[config.mk]
export PLATFORM = sky130hd
export DESIGN_NAME = freelist_recover_ctrl_flat
export DESIGN_NICKNAME = d
export VERILOG_FILES = /design/src/rtl/freelist_recover_ctrl_pkg.sv /design/src/rtl/freelist_recover_ctrl_if.sv /design/src/rtl/freelist_lane_compact.sv /design/src/rtl/freelist_recover_ctrl.sv /design/src/flat_wrapper.sv
export SDC_FILE = /design/constraint.sdc
export NUM_CORES = 1
export LEC_CHECK = 0
export CORE_ASPECT_RATIO = 1.5
export CORE_UTILIZATION = 53
export CTS_BUF_LIST = sky130_fd_sc_hd__clkbuf_16
export CTS_CLUSTER_DIAMETER = 60
export DETAILED_ROUTE_END_ITERATION = 8
export PLACE_DENSITY = 0.83
export SLEW_MARGIN = 20
export SYNTH_ARGS = -nofsm -noshare
export SYNTH_HDL_FRONTEND = slang
export SYNTH_SLANG_ARGS = --single-unit
[constraint.sdc]
create_clock -name Clk -period 7.4 [get_ports Clk]
set_input_delay 1.48 -clock Clk [delete_from_list [all_inputs] [get_ports Clk]]
set_output_delay 1.48 -clock Clk [all_outputs]
set_load 0.01 [all_outputs]
[src/rtl/freelist_recover_ctrl_pkg.sv]
// Shared types and constants for the free-list recovery sequencer.
package freelist_recover_ctrl_pkg;

    localparam int unsigned PREG_NUM  = 128;
    localparam int unsigned PREG_W    = 7;
    localparam int unsigned SCAN_W    = 5;
    localparam int unsigned GROUP_NUM = PREG_NUM / 4;

    typedef logic [PREG_W-1:0] preg_t;

    // Architectural r0 mapping; never handed back to the free list.
    localparam preg_t RSV_PREG = '0;

    typedef enum logic [1:0] {
        StIdle  = 2'd0,
        StClean = 2'd1,
        StScan  = 2'd2,
        StDone  = 2'd3
    } state_e;

endpackage

[src/rtl/freelist_recover_ctrl_if.sv]
// Rename-side bus of the free-list recovery sequencer.
// Optional macro FREELIST_RECOVER_PERF_EN adds the RecoverCnt/StallCycCnt counters.
interface freelist_recover_ctrl_if;
    import freelist_recover_ctrl_pkg::*;

    logic                RecoverReq;
    logic [PREG_NUM-1:0] CommitMap;
    logic                InFreeAble1, InFreeAble2, InFreeAble3, InFreeAble4;
    preg_t               InFreeAddr1, InFreeAddr2, InFreeAddr3, InFreeAddr4;
    logic                FreeAble1, FreeAble2, FreeAble3, FreeAble4;
    preg_t               FreeAddr1, FreeAddr2, FreeAddr3, FreeAddr4;
    logic                FreeListClean;
    logic                RenameStall;
    logic                RecoverDone;
`ifdef FREELIST_RECOVER_PERF_EN
    logic [15:0]         RecoverCnt;
    logic [31:0]         StallCycCnt;

    modport master (
        output RecoverReq, CommitMap,
        output InFreeAble1, InFreeAble2, InFreeAble3, InFreeAble4,
        output InFreeAddr1, InFreeAddr2, InFreeAddr3, InFreeAddr4,
        input  FreeAble1, FreeAble2, FreeAble3, FreeAble4,
        input  FreeAddr1, FreeAddr2, FreeAddr3, FreeAddr4,
        input  FreeListClean, RenameStall, RecoverDone, RecoverCnt, StallCycCnt
    );
    modport slave (
        input  RecoverReq, CommitMap,
        input  InFreeAble1, InFreeAble2, InFreeAble3, InFreeAble4,
        input  InFreeAddr1, InFreeAddr2, InFreeAddr3, InFreeAddr4,
        output FreeAble1, FreeAble2, FreeAble3, FreeAble4,
        output FreeAddr1, FreeAddr2, FreeAddr3, FreeAddr4,
        output FreeListClean, RenameStall, RecoverDone, RecoverCnt, StallCycCnt
    );
`else
    modport master (
        output RecoverReq, CommitMap,
        output InFreeAble1, InFreeAble2, InFreeAble3, InFreeAble4,
        output InFreeAddr1, InFreeAddr2, InFreeAddr3, InFreeAddr4,
        input  FreeAble1, FreeAble2, FreeAble3, FreeAble4,
        input  FreeAddr1, FreeAddr2, FreeAddr3, FreeAddr4,
        input  FreeListClean, RenameStall, RecoverDone
    );
    modport slave (
        input  RecoverReq, CommitMap,
        input  InFreeAble1, InFreeAble2, InFreeAble3, InFreeAble4,
        input  InFreeAddr1, InFreeAddr2, InFreeAddr3, InFreeAddr4,
        output FreeAble1, FreeAble2, FreeAble3, FreeAble4,
        output FreeAddr1, FreeAddr2, FreeAddr3, FreeAddr4,
        output FreeListClean, RenameStall, RecoverDone
    );
`endif

endinterface

[src/rtl/freelist_lane_compact.sv]
// Packs up to four valid pregs, in ascending lane order, into lanes 0..n-1.
module freelist_lane_compact
    import freelist_recover_ctrl_pkg::*;
(
    input  logic [3:0] raw_valid,
    input  preg_t      raw_addr [4],
    output logic [3:0] pack_valid,
    output preg_t      pack_addr [4]
);

    logic [2:0] slot;

    // Walk the lanes in order and drop each valid one into the next free slot.
    always_comb begin
        pack_valid = '0;
        slot       = '0;
        for (int k = 0; k < 4; k++) begin
            pack_addr[k] = '0;
        end
        for (int k = 0; k < 4; k++) begin
            if (raw_valid[k]) begin
                pack_valid[slot[1:0]] = 1'b1;
                pack_addr[slot[1:0]]  = raw_addr[k];
                slot                  = slot + 3'd1;
            end
        end
    end

endmodule

[src/rtl/freelist_recover_ctrl.sv]
// Free-list recovery sequencer: passes RefTable frees through, and on a ROB recovery
// clears the free list and rebuilds it from a snapshot of the committed map.
// Optional macro FREELIST_RECOVER_PERF_EN adds recovery/stall performance counters.
module freelist_recover_ctrl
    import freelist_recover_ctrl_pkg::*;
(
    input logic                    Clk,
    input logic                    Rest,
    freelist_recover_ctrl_if.slave bus
);

    state_e              state_q, state_d;
    logic [SCAN_W-1:0]   scan_idx_q;
    logic [PREG_NUM-1:0] snap_q;
    logic [3:0]          in_able, grp_free, pack_able, able_d, able_q;
    preg_t               in_addr [4];
    preg_t               grp_addr [4];
    preg_t               pack_addr [4];
    preg_t               addr_d [4];
    preg_t               addr_q [4];
    logic                clean_d, clean_q, stall_d, stall_q, done_d, done_q;
    logic                scan_last;

    assign in_able    = {bus.InFreeAble4, bus.InFreeAble3, bus.InFreeAble2, bus.InFreeAble1};
    assign in_addr[0] = bus.InFreeAddr1;
    assign in_addr[1] = bus.InFreeAddr2;
    assign in_addr[2] = bus.InFreeAddr3;
    assign in_addr[3] = bus.InFreeAddr4;
    assign scan_last  = (scan_idx_q == SCAN_W'(GROUP_NUM - 1));

    // Free candidates of the current scan group; the reserved preg is never freed.
    always_comb begin
        for (int k = 0; k < 4; k++) begin
            grp_addr[k] = {scan_idx_q, 2'(k)};
            grp_free[k] = ~snap_q[grp_addr[k]] && (grp_addr[k] != RSV_PREG);
        end
    end

    freelist_lane_compact u_compact (
        .raw_valid  (grp_free),
        .raw_addr   (grp_addr),
        .pack_valid (pack_able),
        .pack_addr  (pack_addr)
    );

    // State register.
    always_ff @(posedge Clk) begin
        if (Rest) state_q <= StIdle;
        else      state_q <= state_d;
    end

    // Next state; a recovery request restarts the rebuild from any state.
    always_comb begin
        state_d = state_q;
        unique case (state_q)
            StIdle:  state_d = StIdle;
            StClean: state_d = StScan;
            StScan:  state_d = scan_last ? StDone : StScan;
            StDone:  state_d = StIdle;
            default: state_d = StIdle;
        endcase
        if (bus.RecoverReq) state_d = StClean;
    end

    // Next output values; a request cycle emits no frees or pulses of its own.
    always_comb begin
        able_d  = '0;
        clean_d = 1'b0;
        stall_d = 1'b0;
        done_d  = 1'b0;
        for (int k = 0; k < 4; k++) begin
            addr_d[k] = '0;
        end
        unique case (state_q)
            StIdle: begin
                able_d = in_able;
                for (int k = 0; k < 4; k++) begin
                    addr_d[k] = in_able[k] ? in_addr[k] : '0;
                end
            end
            StClean: begin
                clean_d = 1'b1;
                stall_d = 1'b1;
            end
            StScan: begin
                stall_d = 1'b1;
                able_d  = pack_able;
                addr_d  = pack_addr;
            end
            StDone: begin
                done_d  = 1'b1;
                stall_d = 1'b1;
            end
            default: ;
        endcase
        if (bus.RecoverReq) begin
            able_d  = '0;
            clean_d = 1'b0;
            done_d  = 1'b0;
            for (int k = 0; k < 4; k++) begin
                addr_d[k] = '0;
            end
        end
    end

    // Output registers.
    always_ff @(posedge Clk) begin
        if (Rest) begin
            able_q  <= '0;
            clean_q <= 1'b0;
            stall_q <= 1'b0;
            done_q  <= 1'b0;
            for (int k = 0; k < 4; k++) begin
                addr_q[k] <= '0;
            end
        end else begin
            able_q  <= able_d;
            addr_q  <= addr_d;
            clean_q <= clean_d;
            stall_q <= stall_d;
            done_q  <= done_d;
        end
    end

    // Snapshot and scan pointer; later CommitMap changes do not disturb a running scan.
    always_ff @(posedge Clk) begin
        if (Rest) begin
            snap_q     <= '0;
            scan_idx_q <= '0;
        end else if (state_q == StClean) begin
            snap_q     <= bus.CommitMap;
            scan_idx_q <= '0;
        end else if (state_q == StScan) begin
            scan_idx_q <= scan_idx_q + SCAN_W'(1);
        end
    end

    assign bus.FreeAble1     = able_q[0];
    assign bus.FreeAble2     = able_q[1];
    assign bus.FreeAble3     = able_q[2];
    assign bus.FreeAble4     = able_q[3];
    assign bus.FreeAddr1     = addr_q[0];
    assign bus.FreeAddr2     = addr_q[1];
    assign bus.FreeAddr3     = addr_q[2];
    assign bus.FreeAddr4     = addr_q[3];
    assign bus.FreeListClean = clean_q;
    assign bus.RenameStall   = stall_q;
    assign bus.RecoverDone   = done_q;

`ifdef FREELIST_RECOVER_PERF_EN
    logic [15:0] recover_cnt_q;
    logic [31:0] stall_cyc_cnt_q;

    // Saturating recovery and stall-cycle counters.
    always_ff @(posedge Clk) begin
        if (Rest) begin
            recover_cnt_q   <= '0;
            stall_cyc_cnt_q <= '0;
        end else begin
            if (bus.RecoverReq && (recover_cnt_q != '1)) recover_cnt_q <= recover_cnt_q + 16'd1;
            if (stall_q && (stall_cyc_cnt_q != '1)) stall_cyc_cnt_q <= stall_cyc_cnt_q + 32'd1;
        end
    end

    assign bus.RecoverCnt  = recover_cnt_q;
    assign bus.StallCycCnt = stall_cyc_cnt_q;
`endif

endmodule

[src/flat_wrapper.sv]
// flat-port wrapper written by rule: the top's interface ports become plain ports
module freelist_recover_ctrl_flat import freelist_recover_ctrl_pkg::*;
  (Clk, Rest, bus_RecoverReq, bus_CommitMap, bus_InFreeAble1, bus_InFreeAble2, bus_InFreeAble3, bus_InFreeAble4, bus_InFreeAddr1, bus_InFreeAddr2, bus_InFreeAddr3, bus_InFreeAddr4, bus_FreeAble1, bus_FreeAble2, bus_FreeAble3, bus_FreeAble4, bus_FreeAddr1, bus_FreeAddr2, bus_FreeAddr3, bus_FreeAddr4, bus_FreeListClean, bus_RenameStall, bus_RecoverDone);
  freelist_recover_ctrl_if bus_i ();
  input logic Clk;
  input logic Rest;
  input wire logic [$bits(bus_i.RecoverReq)-1:0] bus_RecoverReq;
  input wire logic [$bits(bus_i.CommitMap)-1:0] bus_CommitMap;
  input wire logic [$bits(bus_i.InFreeAble1)-1:0] bus_InFreeAble1;
  input wire logic [$bits(bus_i.InFreeAble2)-1:0] bus_InFreeAble2;
  input wire logic [$bits(bus_i.InFreeAble3)-1:0] bus_InFreeAble3;
  input wire logic [$bits(bus_i.InFreeAble4)-1:0] bus_InFreeAble4;
  input wire logic [$bits(bus_i.InFreeAddr1)-1:0] bus_InFreeAddr1;
  input wire logic [$bits(bus_i.InFreeAddr2)-1:0] bus_InFreeAddr2;
  input wire logic [$bits(bus_i.InFreeAddr3)-1:0] bus_InFreeAddr3;
  input wire logic [$bits(bus_i.InFreeAddr4)-1:0] bus_InFreeAddr4;
  output wire logic [$bits(bus_i.FreeAble1)-1:0] bus_FreeAble1;
  output wire logic [$bits(bus_i.FreeAble2)-1:0] bus_FreeAble2;
  output wire logic [$bits(bus_i.FreeAble3)-1:0] bus_FreeAble3;
  output wire logic [$bits(bus_i.FreeAble4)-1:0] bus_FreeAble4;
  output wire logic [$bits(bus_i.FreeAddr1)-1:0] bus_FreeAddr1;
  output wire logic [$bits(bus_i.FreeAddr2)-1:0] bus_FreeAddr2;
  output wire logic [$bits(bus_i.FreeAddr3)-1:0] bus_FreeAddr3;
  output wire logic [$bits(bus_i.FreeAddr4)-1:0] bus_FreeAddr4;
  output wire logic [$bits(bus_i.FreeListClean)-1:0] bus_FreeListClean;
  output wire logic [$bits(bus_i.RenameStall)-1:0] bus_RenameStall;
  output wire logic [$bits(bus_i.RecoverDone)-1:0] bus_RecoverDone;
  assign bus_i.RecoverReq = bus_RecoverReq;
  assign bus_i.CommitMap = bus_CommitMap;
  assign bus_i.InFreeAble1 = bus_InFreeAble1;
  assign bus_i.InFreeAble2 = bus_InFreeAble2;
  assign bus_i.InFreeAble3 = bus_InFreeAble3;
  assign bus_i.InFreeAble4 = bus_InFreeAble4;
  assign bus_i.InFreeAddr1 = bus_InFreeAddr1;
  assign bus_i.InFreeAddr2 = bus_InFreeAddr2;
  assign bus_i.InFreeAddr3 = bus_InFreeAddr3;
  assign bus_i.InFreeAddr4 = bus_InFreeAddr4;
  assign bus_FreeAble1 = bus_i.FreeAble1;
  assign bus_FreeAble2 = bus_i.FreeAble2;
  assign bus_FreeAble3 = bus_i.FreeAble3;
  assign bus_FreeAble4 = bus_i.FreeAble4;
  assign bus_FreeAddr1 = bus_i.FreeAddr1;
  assign bus_FreeAddr2 = bus_i.FreeAddr2;
  assign bus_FreeAddr3 = bus_i.FreeAddr3;
  assign bus_FreeAddr4 = bus_i.FreeAddr4;
  assign bus_FreeListClean = bus_i.FreeListClean;
  assign bus_RenameStall = bus_i.RenameStall;
  assign bus_RecoverDone = bus_i.RecoverDone;
  freelist_recover_ctrl u_core (.Clk(Clk), .Rest(Rest), .bus(bus_i));
endmodule
== After elaboration in Yosys (flattened, before gate mapping) ==
Index checks and enable logic that the tools add are counted.

* Output and inout port bits: 35
* Register bits: 170
* Bits of input ports: 163
* Word-level logic and storage cells: 101

* Add/subtract/negate cells: 3
* Equality and inequality tests: 4
* Mux-type cells: 46
* Magnitude comparators: 16
* Bitwise logic cells: 7
* Reduce and logical (&&, ||, !) cells: 13

{| class="wikitable"
|+ Operators with widths
! kind !! number
|-
| bitwise mux 28 bit || 3
|-
| 2-to-1 mux 28 bit || 3
|-
| 2-to-1 mux 7 bit || 8
|-
| one-hot mux 28 bit (2 select lines) || 1
|-
| demux 7 bit (select 2 bit) || 3
|-
| < comparator 7 x 8 -> 1 bit, second input constant || 4
|-
| binary-select mux 1 bit (select 5 bit) || 4
|-
| 2-to-1 mux 1 bit || 14
|-
| 2-to-1 mux 4 bit || 3
|-
| greater-or-equal comparator 3 bit, second input constant || 3
|-
| < comparator 3 x 1 -> 1 bit, second input constant || 3
|-
| inverter 2 -> 3 bit || 3
|-
| bitwise OR 4 bit || 2
|-
| one-hot mux 4 bit (2 select lines) || 1
|-
| logical AND 1 bit || 7
|-
| demux 1 bit (select 2 bit) || 3
|-
| greater-or-equal comparator 2 x 1 -> 1 bit, second input constant || 3
|-
| < comparator 2 x 3 -> 1 bit, second input constant || 2
|-
| one-hot mux 2 bit (3 select lines) || 1
|-
| OR reduction 2 bit || 3
|-
| adder 5 x 1 -> 5 bit, second input constant || 1
|-
| == test 5 bit, second input constant || 1
|-
| nonzero test 5 bit || 1
|-
| == test 2 bit, second input constant || 2
|-
| 9 further kinds || 10
|}

== Depth between registers and ports, before layout ==
Gate-level depths: netlist (run 1).

* Word-level depth: 17
* Depth in mapped cells: 14
* Gate-level depth less buffers: 12

== Cells and area by module ==
From an unflattened synthesis (run 1), not the netlist that was laid out.

* Cell total of the unflattened synthesis: 826
* Area, all modules: 8155.3 um^2

{| class="wikitable"
|+ By module, submodules not included
! module !! area each (um^2) !! sequential area each (um^2) !! times used !! cells each
|-
| freelist_recover_ctrl || 7223.2 || 3403.3 || 1 || 703
|-
| freelist_lane_compact || 932.1 || 0.0 || 1 || 123
|}

== Least setup slack after synthesis (run 1) ==
Ideal clock, no wire load.

* Path kind: reg2reg
* Start point: reg u_core.scan_idx_q[0]
* End point: reg u_core.addr_q (netlist bit u_core.bus.FreeAddr4[4])
* Cell stages (with the launch flop): 10
* Arrival: 3.336 ns
* Data required time: 7.283 ns
* Library setup time: 0.117 ns
* Slack: 3.946 ns
* Path buffers: 1
* Clock period less this slack: 3.454 ns
* Path through: dfxtp_1 -> buf_2 -> mux4_2 -> mux4_2 -> mux2i_4 -> inv_1 -> fa_1 -> nor2_4 -> a221o_1 -> a32o_1

* Cells in the longest elaborated chain, start to end: 17
* Elaborated cells on any way between the ends: 41
* Those cells by class: add/sub: 2; order compare: 6; mux: 24; bitwise: 4; reduce/logical: 5

{| class="wikitable"
|+ Ends and longest elaborated chain
! what !! RTL line !! RTL
|-
| start: declaration || freelist_recover_ctrl.sv:13 || <nowiki>logic [SCAN_W-1:0] scan_idx_q;</nowiki>
|-
| start signal: assignment || freelist_recover_ctrl.sv:134 || <nowiki>scan_idx_q <= scan_idx_q + SCAN_W'(1);</nowiki>
|-
| binary-select mux 1 bit (select 5 bit) || freelist_recover_ctrl.sv:35 || <nowiki>grp_free[k] = ~snap_q[grp_addr[k]] && (grp_addr[k] != RSV_PREG);</nowiki>
|-
| 2-to-1 mux 1 bit (implied by the code) || freelist_recover_ctrl.sv:35 ||
|-
| inverter 1 bit || freelist_recover_ctrl.sv:35 ||
|-
| logical AND 1 bit || freelist_recover_ctrl.sv:35 ||
|-
| 2-to-1 mux 1 bit || freelist_lane_compact.sv:21 || <nowiki>if (raw_valid[k]) begin</nowiki>
|-
| adder 1 x 1 -> 2 bit / inverter 2 -> 3 bit (equally long branches) || freelist_lane_compact.sv:24, freelist_lane_compact.sv:23 ||
|-
| 2-to-1 mux 2 bit, or another cell as far along || freelist_lane_compact.sv:21 ||
|-
| adder 2 x 1 -> 2 bit, or another cell as far along || freelist_lane_compact.sv:24 || <nowiki>slot = slot + 3'd1;</nowiki>
|-
| 2-to-1 mux 2 bit, or another cell as far along || freelist_lane_compact.sv:21 ||
|-
| inverter 2 -> 3 bit (implied by the code), or another cell as far along || freelist_lane_compact.sv:23 || <nowiki>pack_addr[slot[1:0]] = raw_addr[k];</nowiki>
|-
| greater-or-equal comparator 3 bit (implied by the code), or another cell as far along || freelist_lane_compact.sv:23 ||
|-
| logical AND 1 bit (implied by the code), or another cell as far along || freelist_lane_compact.sv:23 ||
|-
| 2-to-1 mux 7 bit (implied by the code) / bitwise mux 28 bit (equally long branches) || freelist_lane_compact.sv:23 ||
|-
| demux 7 bit (select 2 bit) / 2-to-1 mux 28 bit (equally long branches) || freelist_lane_compact.sv:23, freelist_lane_compact.sv:21 ||
|-
| bitwise mux 28 bit || freelist_lane_compact.sv:23 ||
|-
| 2-to-1 mux 28 bit * || freelist_lane_compact.sv:21 ||
|-
| one-hot mux 28 bit (2 select lines) * || freelist_recover_ctrl.sv:74 || <nowiki>unique case (state_q)</nowiki>
|-
| end signal: assignment || freelist_recover_ctrl.sv:118 || <nowiki>addr_q <= addr_d;</nowiki>
|-
| end: declaration || freelist_recover_ctrl.sv:20 || <nowiki>preg_t addr_q [4];</nowiki>
|}

Every way passes the cells marked *; elsewhere a longest branch is shown, timed or not. The select of a mux whose other input is x is not followed.
A chain may end at the register's enable or synchronous reset.

== Final worst setup path (run 1) ==
* Start point: reg u_core.scan_idx_q[0]
* End point: reg u_core.addr_q (netlist bit u_core.bus.FreeAddr3[3])

Same word-level chain as after synthesis.

==> reports/results.ini, run 1 <==
[critical_path]
critPathLaunchType=register
arrival_ns=4.54
crit_chain=mux4_2 -> mux4_2 -> mux2i_4 -> inv_1 -> fa_1 -> nand3_1 -> nor4_1 -> a21oi_1 -> o21ai_0
critical_path.max_stage_delay_ns=0.88
crit_type=register to register
crit_path_frequent_cell=mux4_2
crit_family=multiplexers
path_max_fanout=31
cp_slowest_cell=dfxtp_2
path_buf_inv=1
required_ns=7.74
worstSetupEndpointType=register

[sta]
setup_tns_ns=0
drv_slew=0
fmax_mhz=238
skew_ns=0.0121
timing.final.crit_share_pct=56.8
final.min_clock_period_ns=4.20
worst_pin_slew_ns=1.00
setup_viol=0
setup_ws_ns=3.20
relSlewSlack_pct=33.3
rsz0062_at_grt=no
finalHoldViolations=0

[route]
route.detailed.drc=0
finalWirelength_mm=20.2
via_per_inst=5.82
drt_first_pass_iters=7
drt_iter0_markers=411
ant_nets=0
via_count=6201
wire_per_inst_um=19.0

[floorplanning]
boundaryPins=198
dieArea_um2=14700
rows=53
start_util_pct=54.1
core_area_um2=13900
die_y_um=148
dieWidth_um=99.3

[yosys]
synth.ff_latch_count=170
synth_simple_gate_area_share_pct=13.4
synth_nets=894
synthAdderAreaFrac_pct=2.42
synth_top_family_by_area=multiplexers
avgSynthCellArea_um2=10.5
ys_warn_count=0
ys.flop_type=dfxtp_1
synth.distinct_cells=57
synthXorXnorAreaFrac_pct=0.349
synth_edf_count=0
syn_area_um2=7530
synthArstFlopShare_pct=0
synth-compound-area-share_pct=6.26
syn-instance-count=717
synthMuxAreaShare_pct=28.8
ys_seq_area_share_pct=45.2

[cts]
cts_buffer_depth=2
tritoncts=built
postCtsHoldBufs=0
cts-buffers-inserted=17
clock_latency_ns=0.42
cts_root_buffer=clkbuf_16
cts.reportedPaths.clkPinSlew_ns=0.06
cts_sinks=170
htreeDepth=4
cts_resized=0
post_cts_buffers=0

[pwr]
power.leakage_nw=3.81
p_int_mw=1.54
seqPwrFrac_pct=47.8
switchingPower_mw=0.509
clkPwrFrac_pct=38.9
p_sw_share_pct=24.9
p_per_area_nw_per_um2=204
p_total_mw=2.05
peakVddDrop_uv=152
comb_power_share_pct=13.2

[layout]
fin_nets=1065
drive_above_1_share_pct=8.21
area_growth_pct=33.4
fin_util_pct=72.2
final_cell_mix=clkdlybuf4s50_1, dfxtp_1, nor2_1, mux2i_1, nand2_1
diodes=0
mostFrequentLayoutCell=clkdlybuf4s50_1

[run]
maxCapViolations=0

[grt]
grt_pass1_vias=6379
grt_max_degree=80
antenna_found_initial=0
grt_overflow=0
grt_pass1_wl_mm=31.9
grtUsageTotal_pct=28.0

[min_path]
hold_class=register to register

[placed_design]
pre_cts_slack_ns=3.27
place_hpwl_mm=15.0
port_buffers=197
place.gp.congestion=1.02

[run_status]
outcome=finished clean

[worst min-delay path, delay by kind of cell, from the launching register on]
family	cells	cell delay (ns)
mux	1	0.06
flops	1	0.33
simple gates	1	0.07
[area by class of cell]
type	count	area [um2]
Clock inverter	15	100
Fill cell	991	3880
Multi-Input combinational cell	488	3870
Timing Repair Buffer	202	2010
Tap cell	165	206
Inverter	9	33.8
Sequential cell	170	3410
Clock buffer	17	425
[power by group through the flow]
stage          combinational (mW)  clock, mW  sequential (mW)
2_1_floorplan               0.136          0            0.991
3_3_place_gp                0.258          0            0.997
3_5_place_dp                0.268          0            0.999
4_1_cts                     0.270      0.803            0.979
5_1_grt                     0.289      0.845            0.983
6_report                    0.271      0.797            0.979
[worst paths after layout]
check	slack [ns]	startpoint	depth (start not counted)	to
min	0.50	u_core.snap_q[46]$_SDFFE_PP0P_	2	u_core.snap_q[46]$_SDFFE_PP0P_
max reg2reg	3.20	u_core.scan_idx_q[0]$_SDFFE_PP0P_	9	u_core.bus.FreeAddr3[3]$_SDFF_PP0_
max	3.20	u_core.scan_idx_q[0]$_SDFFE_PP0P_	9	u_core.bus.FreeAddr3[3]$_SDFF_PP0_
min reg2reg	0.50	u_core.snap_q[46]$_SDFFE_PP0P_	2	u_core.snap_q[46]$_SDFFE_PP0P_
[cell families (layout without fill, tap and decap cells)]
family                     after synthesis  after routing
adders and majority gates               14             14
buffers and inverters                   59            243
muxes                                  174            174
and+or+nand+nor                        232            232
xor gates and xnor gates                 3              3
AOI/OAI and AO/OA                       65             65
DFF                                    170            170
[sequential cells by signal, indices dropped and copies added, names as in the netlist]
name                      flops
u_core.able_q                 4
u_core.bus.FreeAddr1          7
u_core.bus.FreeAddr2          7
u_core.bus.FreeAddr3          7
u_core.bus.FreeAddr4          7
u_core.bus.FreeListClean      1
u_core.bus.RecoverDone        1
u_core.bus.RenameStall        1
u_core.scan_idx_q             5
u_core.snap_q               128
u_core.state_q                2
[layer usage]
layer,wire length (um),GRT usage [%]
met1,7330,30.4
met2,10800,50.5
met3,1140,5.15
met4,945,16.1
met5,0,0
[synthesized netlist by cell type (5+ instances only)]
master,instances,area [um2]
dfxtp_1,170,3400
nor2_1,144,541
mux2i_1,138,1380
nand2_1,39,146
clkbuf_1,28,105
mux4_2,22,495
o21ai_0,17,85.1
ha_1,13,163
a21oi_1,11,55.1
buf_1,9,33.8
inv_1,8,30.0
mux4_1,8,210
buf_2,7,35.0
nand3_1,7,35.0
nor2b_1,7,43.8
nor3_1,7,35.0
a22o_1,5,43.8
and2_1,5,31.3
and3_1,5,31.3
[stage by stage]
| stage | area (um2) | cells | hold slack [ns] |
|---|---|---|---|
| 2_1_floorplan | 7530 | 717 | 0.451 |
| 3_3_place_gp | 9520 | 1034 | 0.466 |
| 3_5_place_dp | 9520 | 1034 | 0.482 |
| 4_1_cts | 10000 | 1066 | 0.498 |
| 5_1_grt | 10000 | 1066 | 0.522 |
| 6_report | 10000 | 1066 | 0.495 |
(Power assumes the default switching activity.)
==> run 2, diff against run 1 <==
--- a/config.mk
+++ b/config.mk
@@ -6,11 +6,11 @@
 export NUM_CORES = 1
 export LEC_CHECK = 0
 export CORE_ASPECT_RATIO = 1.5
-export CORE_UTILIZATION = 53
+export CORE_UTILIZATION = 49
 export CTS_BUF_LIST = sky130_fd_sc_hd__clkbuf_16
 export CTS_CLUSTER_DIAMETER = 60
 export DETAILED_ROUTE_END_ITERATION = 8
-export PLACE_DENSITY = 0.83
+export PLACE_DENSITY = 0.77
 export SLEW_MARGIN = 20
 export SYNTH_ARGS = -nofsm -noshare
 export SYNTH_HDL_FRONTEND = slang
==> constraint.sdc (replaced) <==
create_clock -name Clk -period 4.3 [get_ports Clk]
set_input_delay 0.86 -clock Clk [delete_from_list [all_inputs] [get_ports Clk]]
set_output_delay 0.86 -clock Clk [all_outputs]
set_load 0.01 [all_outputs]
==> reports/results.ini, run 2 (synthesized netlist as in run 1, its figures left out) <==
[run_status]
outcome=finished clean

[cts]
cts_sinks=170
postCtsHoldBufs=0
cts_resized=0
cts_root_buffer=clkbuf_16
htreeDepth=4
post_cts_buffers=0
tritoncts=built
cts-buffers-inserted=17
clock_latency_ns=0.43
cts.reportedPaths.clkPinSlew_ns=0.06
cts_buffer_depth=2

[route]
finalWirelength_mm=20.6
route.detailed.drc=0
drt_first_pass_iters=4
via_count=6059
via_per_inst=5.46
wire_per_inst_um=18.6
drt_iter0_markers=281
ant_nets=0

[placed_design]
pre_cts_slack_ns=0.481
place.gp.congestion=0.857
port_buffers=197
place_hpwl_mm=15.5
dp_cells=1077
place_area_um2=9650

[grt]
grt_max_degree=88
grt_most_used_layer=met2
grt_pass1_wl_mm=31.7
grt_pass1_vias=6159
grtUsageMet1_pct=30.7
grtUsageTotal_pct=26.8
use_met3_pct=4.73
grt_overflow=0
antenna_found_initial=1
use_met2_pct=46.9

[layout]
fin_nets=1074
top_register=u_core.snap_q
regArea_um2=3410
fillCellCount=1128
final_cell_mix=clkdlybuf4s50_1, dfxtp_1, nor2_1, mux2i_1, nand2_1
fin_cells=1109
fin_util_pct=68.0
largest_reg_flops=128
fin_area_um2=10200
area_growth_pct=36.0
multi_input_area_um2=3870
drive_above_1_share_pct=9.24
mostFrequentLayoutCell=clkdlybuf4s50_1

[critical_path]
required_ns=4.58
crit_path_frequent_cell=mux4_2
path_max_fanout=15
crit_type=register to register
crit_family=multiplexers
crit_chain=mux4_2 -> mux4_2 -> mux2i_4 -> inv_1 -> fa_1 -> nand3_1 -> nor4_2 -> o41ai_1 -> o21ai_0
critPathLaunchType=register
critical_path.max_stage_delay_ns=0.66
path_buf_inv=1
arrival_ns=4.14
cp_slowest_cell=dfxtp_2
worstSetupEndpointType=register
reg2reg_slack_ns=0.44

[floorplanning]
dieWidth_um=103
dieArea_um2=15900
boundaryPins=198
core_area_um2=15100
rows=55
start_util_pct=50.0
die_y_um=154

[sta]
relSlewSlack_pct=27.9
final.min_clock_period_ns=3.86
timing.final.crit_share_pct=89.7
setup_ws_ns=0.441
whs_ns=0.491
drv_slew=0
setup_viol=0
worst_pin_slew_ns=1.08
setup_tns_ns=0
fmax_mhz=259
finalHoldViolations=0
skew_ns=0.0146
rsz0062_at_grt=no

[pwr]
p_total_mw=3.71
p_per_area_nw_per_um2=362
power.leakage_nw=3.90
peakVddDrop_uv=246

[run]
maxCapViolations=0

[min_path]
hold_class=register to register

==> run 2: path summary, 6_finish.rpt <==
check / startpoint / endpoint / cells after the start
min reg2reg: u_core.snap_q[31]$_SDFFE_PP0P_ / u_core.snap_q[31]$_SDFFE_PP0P_ / 2
max reg2reg: u_core.scan_idx_q[0]$_SDFFE_PP0P_ / u_core.bus.FreeAddr1[3]$_SDFF_PP0_ / 9
min: u_core.snap_q[31]$_SDFFE_PP0P_ / u_core.snap_q[31]$_SDFFE_PP0P_ / 2
max: u_core.scan_idx_q[0]$_SDFFE_PP0P_ / u_core.bus.FreeAddr1[3]$_SDFF_PP0_ / 9
==> run 2: area by class of cell <==
type                       count  area share (%)
clock inverter                14            1.67
tap                          199            2.43
sequential                   170            33.2
clock buffer                  17            4.15
inverter                       9           0.330
multi-input combinational    488            37.8
antenna                        1          0.0244
timing repair buffer         211            20.4
==> run 2: power breakdown <==
part	internal, mW	switching [mW]	total, mW
clock	0.915	0.647	1.56
sequential	1.64	0.0412	1.69
combinational	0.268	0.195	0.463
==> run 2: routing by layer <==
metal | share of wire [%] | vias to the layer above
li1 | - | 2896
met1 | 39 | 2904
met2 | 52 | 208
met3 | 4.7 | 51
met4 | 4.0 | 0
met5 | 0 | -
==> run 2: tightest hold or removal path: cells and delay by family (launching register included) <==
kind	cells	cell delay, ns
and+or+nand+nor	1	0.07
DFF	1	0.32
muxes	1	0.06
